### config.mk
export PLATFORM = sky130hd
export DESIGN_NAME = jtgng_inputs_flat
export DESIGN_NICKNAME = d
export VERILOG_FILES = /design/src/rtl/jtgng_inputs_if.sv /design/src/rtl/jtgng_inputs.sv /design/src/flat_wrapper.sv
export SDC_FILE = /design/constraint.sdc
export NUM_CORES = 1
export LEC_CHECK = 0
export BUFFER_PORTS_ARGS = -buffer_cell sky130_fd_sc_hd__buf_2
export CORE_ASPECT_RATIO = 0.5
export CORE_MARGIN = 3
export CORE_UTILIZATION = 40
export CTS_CLUSTER_DIAMETER = 100
export DETAILED_ROUTE_END_ITERATION = 16
export PLACE_DENSITY = 0.64
export SLEW_MARGIN = 20
export SYNTH_ARGS = -nofsm -noshare
export SYNTH_HDL_FRONTEND = slang
export SYNTH_SLANG_ARGS = --single-unit
### constraint.sdc
create_clock -name clk -period 2.2 [get_ports clk]
set_input_delay 0.11 -clock clk [delete_from_list [all_inputs] [get_ports clk]]
set_output_delay 0.11 -clock clk [all_outputs]
set_load 0.005 [all_outputs]
### src/rtl/jtgng_inputs_if.sv
// Player-input bus between hps_io/keyboard sources and the game core.
// The master side drives raw inputs; the slave (jtgng_inputs) returns active-low buttons.
interface jtgng_inputs_if #(
    parameter int PLAYERS = 2,
    parameter int BUTTONS = 2
);
    logic [10:0]            ps2_key;
    logic [16*PLAYERS-1:0]  joy;
    logic                   vs;
    logic                   autofire_en;
    logic [BUTTONS+3:0]     joystick1;
    logic [BUTTONS+3:0]     joystick2;
    logic [1:0]             start_button;
    logic [1:0]             coin_input;
    logic                   service;
    logic                   dip_pause;

    modport master (
        output ps2_key, joy, vs, autofire_en,
        input  joystick1, joystick2, start_button, coin_input, service, dip_pause
    );

    modport slave (
        input  ps2_key, joy, vs, autofire_en,
        output joystick1, joystick2, start_button, coin_input, service, dip_pause
    );
endinterface

### src/rtl/jtgng_inputs.sv
// Merges PS/2 keys and HPS joysticks into active-low game buttons, with
// fixed-width coin pulses, a pause toggle and frame-locked autofire.
module jtgng_inputs #(
    parameter int PLAYERS     = 2,
    parameter int BUTTONS     = 2,
    parameter int COIN_CYCLES = 2400,
    parameter int AF_FRAMES   = 2
)(
    input  logic          clk,
    input  logic          rst,
    jtgng_inputs_if.slave bus
);
    localparam int CW = $clog2(COIN_CYCLES + 1);
    localparam int FW = (AF_FRAMES > 1) ? $clog2(AF_FRAMES) : 1;
    localparam int JW = BUTTONS + 4;
    localparam int KB = (BUTTONS < 3) ? BUTTONS : 3;

    typedef struct packed {
        logic [3:0] dir;   // up, down, left, right
        logic [2:0] btn;
    } player_keys_t;

    typedef struct packed {
        player_keys_t p1;
        player_keys_t p2;
        logic start1, start2, coin1, coin2, pause, test;
    } key_state_t;

    logic              tog;
    key_state_t        keys;
    logic              pressed;

    logic [31:0]       joy_w;
    logic [JW-1:0]     m1, m2;
    logic              m_start1, m_start2, m_pause;
    logic [1:0]        m_coin;
    logic              unused_bits;

    logic [1:0]        coin_last;
    logic [1:0][CW-1:0] coin_cnt;
    logic              pause_last, paused;
    logic              vs_last, af_phase;
    logic [FW-1:0]     frame_cnt;

    assign pressed = bus.ps2_key[9];

    // tog is loaded from the live toggle bit in reset so release never looks like an event
    always_ff @(posedge clk) begin
        // NOTE: all state uses non-blocking assignments so every register samples pre-edge values.
        if (rst) begin
            tog  <= bus.ps2_key[10];
            keys <= '0;
        end else begin
            tog <= bus.ps2_key[10];
            if (bus.ps2_key[10] != tog) begin
                case (bus.ps2_key[7:0])
                    8'h75: keys.p1.dir[3] <= pressed;
                    8'h72: keys.p1.dir[2] <= pressed;
                    8'h6B: keys.p1.dir[1] <= pressed;
                    8'h74: keys.p1.dir[0] <= pressed;
                    8'h14: keys.p1.btn[0] <= pressed;
                    8'h11: keys.p1.btn[1] <= pressed;
                    8'h29: keys.p1.btn[2] <= pressed;
                    8'h2D: keys.p2.dir[3] <= pressed;
                    8'h2B: keys.p2.dir[2] <= pressed;
                    8'h23: keys.p2.dir[1] <= pressed;
                    8'h34: keys.p2.dir[0] <= pressed;
                    8'h1C: keys.p2.btn[0] <= pressed;
                    8'h1B: keys.p2.btn[1] <= pressed;
                    8'h15: keys.p2.btn[2] <= pressed;
                    8'h05: keys.start1    <= pressed;
                    8'h06: keys.start2    <= pressed;
                    8'h04: keys.coin1     <= pressed;
                    8'h0B: keys.coin2     <= pressed;
                    8'h0C: keys.pause     <= pressed;
                    8'h03: keys.test      <= pressed;
                    default: ;
                endcase
            end
        end
    end

    function automatic logic [JW-1:0] merge(input logic [15:0] j, input player_keys_t k);
        logic [JW-1:0] r;
        r      = j[JW-1:0];
        r[3:0] = r[3:0] | k.dir;
        for (int i = 0; i < KB; i++) r[4+i] = r[4+i] | k.btn[i];
        return r;
    endfunction

    always_comb begin
        // NOTE: every signal gets a value on every path here, so no latches are inferred.
        joy_w    = 32'(bus.joy);
        m1       = merge(joy_w[15:0], keys.p1);
        m2       = (PLAYERS > 1) ? merge(joy_w[31:16], keys.p2) : '0;
        m_start1 = keys.start1 | joy_w[BUTTONS+4] | joy_w[16+BUTTONS+4];
        m_start2 = keys.start2 | joy_w[BUTTONS+5] | joy_w[16+BUTTONS+5];
        m_coin   = {keys.coin2 | joy_w[16+BUTTONS+6], keys.coin1 | joy_w[BUTTONS+6]};
        m_pause  = keys.pause | joy_w[BUTTONS+7] | joy_w[16+BUTTONS+7];
        if (bus.autofire_en && !af_phase) begin
            m1[4] = 1'b0;
            m2[4] = 1'b0;
        end
    end

    assign unused_bits = ^{bus.ps2_key[8], joy_w};

    always_ff @(posedge clk) begin
        if (rst) begin
            coin_last        <= '0;
            coin_cnt         <= '0;
            pause_last       <= 1'b0;
            paused           <= 1'b0;
            vs_last          <= 1'b0;
            frame_cnt        <= '0;
            af_phase         <= 1'b1;
            bus.joystick1    <= '1;
            bus.joystick2    <= '1;
            bus.start_button <= '1;
            bus.coin_input   <= '1;
            bus.service      <= 1'b1;
            bus.dip_pause    <= 1'b1;
        end else begin
            coin_last  <= m_coin;
            pause_last <= m_pause;
            vs_last    <= bus.vs;

            if (m_pause && !pause_last) paused <= !paused;

            if (bus.vs && !vs_last) begin
                if (frame_cnt == FW'(AF_FRAMES - 1)) begin
                    frame_cnt <= '0;
                    af_phase  <= !af_phase;
                end else begin
                    frame_cnt <= frame_cnt + 1'b1;
                end
            end

            // A new pulse is only armed once the previous one is visibly over
            for (int p = 0; p < 2; p++) begin
                if (m_coin[p] && !coin_last[p] && coin_cnt[p] == '0 && bus.coin_input[p])
                    coin_cnt[p] <= CW'(COIN_CYCLES);
                else if (coin_cnt[p] != '0)
                    coin_cnt[p] <= coin_cnt[p] - 1'b1;
                bus.coin_input[p] <= (coin_cnt[p] == '0);
            end

            bus.joystick1    <= ~m1;
            bus.joystick2    <= ~m2;
            bus.start_button <= ~{m_start2, m_start1};
            bus.service      <= ~keys.test;
            bus.dip_pause    <= ~paused;
        end
    end
endmodule

### src/flat_wrapper.sv
// flat-port wrapper written by rule: the top's interface ports become plain ports
module jtgng_inputs_flat 
#(
    parameter int PLAYERS     = 2,
    parameter int BUTTONS     = 2,
    parameter int COIN_CYCLES = 2400,
    parameter int AF_FRAMES   = 2
)
  (clk, rst, bus_ps2_key, bus_joy, bus_vs, bus_autofire_en, bus_joystick1, bus_joystick2, bus_start_button, bus_coin_input, bus_service, bus_dip_pause);
  jtgng_inputs_if #(.PLAYERS(PLAYERS), .BUTTONS(BUTTONS)) bus_i ();
  input  logic clk;
  input  logic rst;
  input wire logic [$bits(bus_i.ps2_key)-1:0] bus_ps2_key;
  input wire logic [$bits(bus_i.joy)-1:0] bus_joy;
  input wire logic [$bits(bus_i.vs)-1:0] bus_vs;
  input wire logic [$bits(bus_i.autofire_en)-1:0] bus_autofire_en;
  output wire logic [$bits(bus_i.joystick1)-1:0] bus_joystick1;
  output wire logic [$bits(bus_i.joystick2)-1:0] bus_joystick2;
  output wire logic [$bits(bus_i.start_button)-1:0] bus_start_button;
  output wire logic [$bits(bus_i.coin_input)-1:0] bus_coin_input;
  output wire logic [$bits(bus_i.service)-1:0] bus_service;
  output wire logic [$bits(bus_i.dip_pause)-1:0] bus_dip_pause;
  assign bus_i.ps2_key = bus_ps2_key;
  assign bus_i.joy = bus_joy;
  assign bus_i.vs = bus_vs;
  assign bus_i.autofire_en = bus_autofire_en;
  assign bus_joystick1 = bus_i.joystick1;
  assign bus_joystick2 = bus_i.joystick2;
  assign bus_start_button = bus_i.start_button;
  assign bus_coin_input = bus_i.coin_input;
  assign bus_service = bus_i.service;
  assign bus_dip_pause = bus_i.dip_pause;
  jtgng_inputs #(.PLAYERS(PLAYERS), .BUTTONS(BUTTONS), .COIN_CYCLES(COIN_CYCLES), .AF_FRAMES(AF_FRAMES)) u_core (.clk(clk), .rst(rst), .bus(bus_i));
endmodule
---- Word-level counts from Yosys, hierarchy flattened ----
Cells that the tools add are included.
storage, ports and cells
  word-level logic and storage cells ...... 125
  output and inout port bits .............. 18
  flip-flop bits (word level) ............. 68
  input port bits ......................... 47
cells by class
  eq/ne operators ......................... 19
  add/subtract/negate cells ............... 3
  reduce and logical (&&, ||, !) cells .... 42
  multiplexer cells ....................... 7
  bitwise gates (word level) .............. 19
operators by type and width
  operator                                            number
  two-way mux 12 bit                                  4
  AND reduction 2 bit                                 19
  == test 8 x 5 -> 1 bit, second input constant       4
  == test 8 x 6 -> 1 bit, second input constant       4
  == test 8 x 7 -> 1 bit, second input constant       4
  == test 8 x 3 -> 1 bit, second input constant       3
  logical NOT 12 bit                                  2
  nonzero test 12 bit                                 2
  subtractor 12 x 1 -> 12 bit, second input constant  2
  == test 8 x 4 -> 1 bit, second input constant       2
  NOT 6 bit                                           2
  OR 1 bit                                            12
  logical AND 1 bit                                   9
  == test 8 x 2 -> 1 bit, second input constant       1
  OR 4 bit                                            2
  logical NOT 1 bit                                   6
  nonzero test 2 bit                                  2
  OR reduction 2 bit                                  2
  two-way mux 1 bit                                   3
  NOT 1 bit                                           2
  NOT 2 bit                                           1
  adder 1 bit, second input constant                  1
  inequality test 1 bit                               1

---- Longest topological paths before layout ----
Gate-level depths: netlist of the first run.
  word-level depth ........................ 5
  mapped depth ............................ 7
  gate-level depth less buffers ........... 6

---- Worst setup path after synthesis of the first run ----
OpenSTA, ideal clock, no wires.
  path type ............................... register to register
  from .................................... reg u_core.coin_cnt[0] (netlist name)
  to ...................................... reg u_core.coin_cnt[5] (netlist name)
  arrival time ............................ 1.628 ns
  stages on the path, launching flop included .. 8
  period minus slack after synthesis ...... 1.748 ns
  setup slack ............................. 0.452 ns
  path buffers ............................ 1
  required time ........................... 2.080 ns
  library setup time ...................... 0.120 ns
  cell sequence ........................... dfxtp_1 -> inv_1 -> ha_1 -> or4b_1 -> buf_2 -> nor3_2 -> nor2_1 -> o31a_1
on the way
  cells in the longest elaborated chain, start to end .. 4
  elaborated cells between the ends (all ways) .. 8
  classes of those cells .................. add/sub: 1; mux: 2; reduce/logical: 5
RTL lines
  what                                                                 line                 RTL
  start: declaration                                                   jtgng_inputs.sv:40   logic [1:0][CW-1:0] coin_cnt;
  start signal: indexed assignment                                     jtgng_inputs.sv:142  coin_cnt[p] <= CW'(COIN_CYCLES);
  start signal: indexed assignment                                     jtgng_inputs.sv:144  coin_cnt[p] <= coin_cnt[p] - 1'b1;
  branches (longest 4 deep; another with subtractor 12 x 1 -> 12 bit)  --
Parallel ways; which one is timed is not known. The select of a mux whose other input is x is not followed.
A chain may end at the register's enable or synchronous reset.

---- Worst setup path in the final report of the first run ----
Ends and elaborated chain as after synthesis.

==> impl_metrics.csv, run 1 <==
group,metric,value,unit
outcome,run_status,"finished, final reports clean",
sta,final.min_clock_period,1.95,ns
critical_path,worstSetupStartpoint,"u_core.coin_cnt[0]",
critical_path,timing.critical_path.required,2.41,ns
global_routing,grt_first_pass_wirelength,10.6,mm
pwr,finalPower,4.47,mW
critical_path,timing.critical_path.buf_inv,1,
sta,slew_violations,0,
clocking,ctsLongestPathBuffers,2,
route,final_antenna_net_count,0,
floorplanning,die_y,66.0,um
cells_and_area,layout.core_utilization,53.6,%
yosys,ys_dominant_reg_cell,"dfxtp_1",
pwr,p_leak,1.56,nW
route,first_iteration_detailed_routing_drc_count,126,
sta,fin_worst_skew,0.00470,ns
yosys,syn_area,2880,sq um
pwr,pwr-share-clk,29.4,%
floorplanning,fp.coreArea,6830,sq um
floorplanning,floorplan.die.width,126,um
yosys,synth.top_cells.by_area,"dfxtp_1 (47%), mux2i_1 (5.6%), nor2_1 (4.4%)",
global_routing,met1_usage,19.2,%
sta,final.period_utilization,88.8,%
global_routing,globalRouteMet3Util,4.84,%
placement,place_inst,447,
critical_path,cpPeakStageDelay,0.60,ns
clocking,cts_inserted_buffers,9,
pwr,total_switching_power,1.47,mW
critical_path,reg2reg_from,"u_core.coin_cnt[0]",
clocking,buffer_type_at_the_clock_tree_root,"clkbuf_16",
sta,setup_viol_count_final,0,
pwr,irDropWorstVdd,0.000739,V
critical_path,critPathArrivalTime,2.16,ns
job,max-cap-violations,0,
yosys,synth-edff-count,0,
yosys,yosys_warnings,0,
global_routing,grt_max_degree,20,
placement,place_area,3260,sq um
cells_and_area,layout.cells.non_filler,474,
placement,gp_congestion,0.848,
critical_path,crit_family,"simple AND/OR/NAND/NOR gates",
route,detailroute.via_count,2439,
global_routing,grt_usage,15.9,%
cells_and_area,finalInstanceArea,3660,sq um
route,detail_route.wirelength,6.25,mm
global_routing,overflow,0,
critical_path,worstPathCellList,"inv_1 > ha_1 > or4b_1 > nor3_2 > nor2_1 > o31a_1",
pwr,p_seq_share,37.1,%
sta,relSlewSlack,47.6,%
floorplanning,floorplan.io_pins,65,
global_routing,gr-max-usage-layer,"met2",
cells_and_area,ff_latch_area,1360,sq um
critical_path,worstSetupPathType,"reg2reg",
sta,setup_ws,0.247,ns
floorplanning,initial_core_utilization,42.2,%
yosys,synthDominantAreaCellType,"dfxtp_1",
sta,worstMarginPinSlew,0.775,ns
clocking,cts_htree_levels,3,
yosys,synth_area_per_cell,9.35,sq um
global_routing,grt_antenna_before_repair,0,
hold_path,hold_wc_path_type,"in2reg",
route,initial_drt_pass_iterations,4,
yosys,yosysMostFrequentCell,"dfxtp_1",
critical_path,worst-path-max-fanout,6,
floorplanning,std_cell_rows,21,
yosys,synth_async_sr_flop_share,0,%
yosys,synth_seq_cells,68,
sta,timing.final.hold_violations,0,
placement,placement.io_buffers,51,
sta,hold_slack,0.0136,ns
hold_path,worst_hold_startpoint,"bus_vs",
clocking,clock_sink_count,68,
cells_and_area,area_growth_syn_to_layout,27.2,%
clocking,cts_resized,0,
yosys,synth.distinct_cells,50,
cells_and_area,multi_input_comb_area,1450,sq um
sta,fmaxAchievable,512,MHz
route,drt-vias-per-instance,5.15,
route,routed_wire_length_per_instance,13.2,um
floorplanning,die_outline_area,8320,sq um
yosys,synth_common_cells,"dfxtp_1 (68), nor2_1 (34), mux2i_1 (16)",
clocking,tritoncts,"done",
sta,rsz0062_at_grt,"false",
clocking,clk_latency,0.32,ns
pwr,internal_power,2.99,mW
pwr,switching_share,33.0,%
yosys,post_syn_nets,357,
route,route.detailed.drc,0,
cells_and_area,layout.nets,428,
yosys,synth_cells,308,
critical_path,crit_slowest_cell,"or4b_1",
yosys,yosysSeqAreaShare,47.3,%
placement,dpl_worst_slack,0.245,ns
critical_path,startpoint_type_of_the_worst_setup_path,"flip-flop",
placement,detailedPlacementHpwl,4.41,mm
critical_path,crit_path_end_kind,"flip-flop",
pwr,combinationalPowerShare,33.5,%
cells_and_area,fillers,653,
global_routing,grt_pass1_vias,2367,
yosys,synthDominantCellAreaShare,47.3,%
pwr,pwr_density_cell,1220,nW/um^2
cells_and_area,post_route_cells_drive_above_1_share,23.6,%
sta,setup-tns-final,0,ns
global_routing,use_met2,27.1,%
clocking,clkSlewWorstSetupHoldPaths,0.05,ns
cells_and_area,num_antenna_cells,0,
cells in the final DEF (no fill, tap or decap), types with 8 or more instances in the layout:
master	n
a21oi_1	13
buf_2	51
clkbuf_16	9
dfxtp_1	68
dlygate4sd3_1	13
inv_1	9
mux2i_1	16
nand2_1	10
nand2b_1	15
nand3_1	15
nand4_1	8
nor2_1	34
nor3_1	11
o21ai_0	11
o21bai_1	13
per-layer routing:
| layer | share of wire, % | vias up |
|---|---|---|
| met5 | 0 | - |
| met4 | 0.77 | 0 |
| met3 | 4.5 | 6 |
| met2 | 48 | 36 |
| met1 | 47 | 1149 |
| li1 | - | 1248 |
timing repair:
action / 4_1_cts / 5_1_grt
hold buffers: 13 / 0
endpoints found under the hold margin: 13 / 0
buffers inserted: 0 / 0
area by class of cell:
cell class	instances	area share, %
tap	92	3.14
sequential	68	37.2
clock buffer	12	7.28
multi-input combinational	221	39.5
clock inverter	2	0.273
timing repair buffer	70	11.8
inverter	9	0.922
logic make-up after synthesis:
group	synth area share [%]
mux	5.56
fa+ha+maj	0.869
compound gates	12.7
xor+xnor	3.04
buf+inv	2.56
flops	47.3
simple gates	28.0
path summary, 6_finish.rpt:
check | to | slack, ns | cells past startpoint
worst max-delay path | u_core.coin_cnt[5] | 0.25 | 6
worst min-delay path | u_core.vs_last | 0.01 | 2
worst max register to register | u_core.coin_cnt[5] | 0.25 | 6
worst min register to register | u_core.bus.dip_pause | 0.40 | 1
state kept, by name (all words and copies together) (netlist names):
| register | count |
|---|---|
| u_core.bus.start_button | 2 |
| u_core.paused | 1 |
| u_core.tog | 1 |
| u_core.bus.dip_pause | 1 |
| u_core.coin_last | 2 |
| u_core.bus.joystick2 | 6 |
| u_core.frame_cnt | 1 |
| u_core.bus.coin_input | 2 |
| u_core.coin_cnt | 24 |
| u_core.pause_last | 1 |
| u_core.af_phase | 1 |
| u_core.keys | 18 |
| u_core.bus.service | 1 |
| u_core.bus.joystick1 | 6 |
| u_core.vs_last | 1 |
power by group through the flow:
| stage | sequential (mW) | combinational, mW | clock (mW) |
|---|---|---|---|
| after floorplan | 1.64 | 1.17 | 0 |
| after global placement | 1.66 | 1.44 | 0 |
| after detailed placement | 1.68 | 1.47 | 0 |
| after CTS | 1.66 | 1.50 | 1.36 |
| after global routing | 1.69 | 1.69 | 1.40 |
| final | 1.66 | 1.49 | 1.31 |
(Power assumes the default switching activity.)
==> run 2, diff against run 1 <==
Settings changed: RECOVER_POWER set to 100.
==> run 2 against run 1 <==
  * Worst hold slack lost 0.00079 ns
  * Worst setup slack gained 0.0068 ns
  * Final cell count is the same
  * Power shrank 0.55%
  * Clock-buffer cell count is the same
  * First-iteration DRC count grew 5.6%
  * Critical path depth is the same
  * Register-to-register slack is essentially flat
==> impl_metrics.csv, run 2 (synthesis results as in run 1) <==
group,metric,value,unit
floorplanning,die_outline_area,8320,sq um
sta,final.period_utilization,88.5,%
global_routing,use_met2,27.1,%
cells_and_area,mostFrequentLayoutCell,"dfxtp_1",
clocking,cts_inserted_buffers,9,
global_routing,met1_usage,19.2,%
cells_and_area,layout.cells.non_filler,474,
route,final_antenna_net_count,0,
cells_and_area,num_antenna_cells,0,
sta,fin_worst_skew,0.00542,ns
critical_path,timing.critical_path.required,2.41,ns
critical_path,crit_path_end_kind,"flip-flop",
global_routing,grt_usage,15.9,%
global_routing,overflow,0,
route,drt-vias-per-instance,5.16,
cells_and_area,layout.nets,428,
global_routing,grt_first_pass_wirelength,10.6,mm
route,first_iteration_detailed_routing_drc_count,133,
clocking,clock_sink_count,68,
clocking,hold_buffers,13,
sta,rsz0062_at_grt,"false",
floorplanning,initial_core_utilization,42.2,%
placement,place_inst,447,
clocking,cts_htree_levels,3,
placement,detailedPlacementHpwl,4.41,mm
cells_and_area,largest_reg_flops,24,
critical_path,worstSetupPathType,"reg2reg",
cells_and_area,final_cell_mix,"dfxtp_1 (68), buf_2 (39), nor2_1 (34)",
global_routing,gr-max-usage-layer,"met2",
global_routing,grt_pass1_vias,2367,
cells_and_area,fillers,661,
floorplanning,floorplan.io_pins,65,
pwr,pwr_density_cell,1220,nW/um^2
critical_path,startpoint_type_of_the_worst_setup_path,"flip-flop",
global_routing,globalRouteMet3Util,4.84,%
clocking,clkSlewWorstSetupHoldPaths,0.05,ns
cells_and_area,post_route_cells_drive_above_1_share,19.4,%
sta,slew_violations,0,
floorplanning,floorplan.die.width,126,um
route,route.detailed.drc,0,
route,detailroute.via_count,2445,
sta,final.min_clock_period,1.95,ns
placement,gp_congestion,0.848,
route,detail_route.wirelength,6.27,mm
pwr,irDropWorstVdd,0.000739,V
sta,timing.final.hold_violations,0,
clocking,cts_resized,0,
sta,fmaxAchievable,514,MHz
global_routing,grt_max_degree,20,
clocking,clk_latency,0.32,ns
cells_and_area,top_register,"u_core.coin_cnt",
outcome,run_status,"finished, final reports clean",
clocking,cts_setup_buffers,0,
floorplanning,die_y,66.0,um
route,routed_wire_length_per_instance,13.2,um
floorplanning,fp.coreArea,6830,sq um
sta,setup-tns-final,0,ns
clocking,ctsLongestPathBuffers,2,
sta,worstMarginPinSlew,0.773,ns
placement,dpl_worst_slack,0.245,ns
hold_path,hold_wc_path_type,"in2reg",
sta,setup_viol_count_final,0,
sta,setup_ws,0.254,ns
pwr,p_leak,1.53,nW
job,max-cap-violations,0,
cells_and_area,area_growth_syn_to_layout,26.0,%
critical_path,critPathArrivalTime,2.15,ns
clocking,tritoncts,"done",
sta,relSlewSlack,47.7,%
critical_path,worst-path-max-fanout,6,
clocking,buffer_type_at_the_clock_tree_root,"clkbuf_16",
floorplanning,std_cell_rows,21,
cells_and_area,biggest_regs,"u_core.coin_cnt x24, u_core.keys x18",
global_routing,grt_antenna_before_repair,0,
route,initial_drt_pass_iterations,4,
placement,placement.io_buffers,51,
[run 2: final timing paths]
check | start | to | slack [ns] | cells past startpoint
max reg2reg | u_core.coin_cnt[0] | u_core.coin_cnt[5] | 0.25 | 6
min | bus_vs | u_core.vs_last | 0.01 | 2
min reg2reg | u_core.paused | u_core.bus.dip_pause | 0.40 | 1
max | u_core.coin_cnt[0] | u_core.coin_cnt[5] | 0.25 | 6
[run 2: worst max-delay path, cell delays in order, from the launching register on]
cell     delay (ns)
dfxtp_1        0.31
inv_1          0.07
ha_1           0.22
or4b_1         0.59
nor3_2         0.32
nor2_1         0.08
o31a_1         0.23
[run 2: stage by stage]
stage	area (sq um)	utilization [%]	power, mW	hold WS [ns]
6_report	3630	53.1	4.44	0.0128
5_1_grt	3630	53.1	4.76	0.0114
4_1_cts	3660	53.6	4.52	0.00247
3_5_place_dp	3260	47.7	3.15	0.265
3_3_place_gp	3260	47.7	3.10	0.262
2_1_floorplan	2880	-	2.80	0.138
[run 2: cell type report]
type	count	area (sq um)	share of cell area, %
Tap cell	92	115	3.17
Timing Repair Buffer	70	404	11.1
Multi-Input combinational cell	221	1440	39.6
Clock inverter	2	10.0	0.276
Clock buffer	12	267	7.34
Inverter	9	33.8	0.931
Sequential cell	68	1360	37.5
[run 2: routing by layer]
layer  part of all wire (%)  wire [um]  up-vias
met5                      0          0        -
met4                   0.35         22        0
met3                    4.4        274        4
met2                     47       2980       34
met1                     48       2990     1156
li1                       -          -     1251
[run 2: where the power goes]
| group | leakage (nW) | internal (mW) | total [mW] | switching [mW] |
|---|---|---|---|---|
| Clock | 0.140 | 0.837 | 1.31 | 0.475 |
| Sequential | 0.560 | 1.45 | 1.66 | 0.209 |
| Combinational | 0.829 | 0.685 | 1.47 | 0.786 |
| Total | 1.53 | 2.97 | 4.44 | 1.47 |
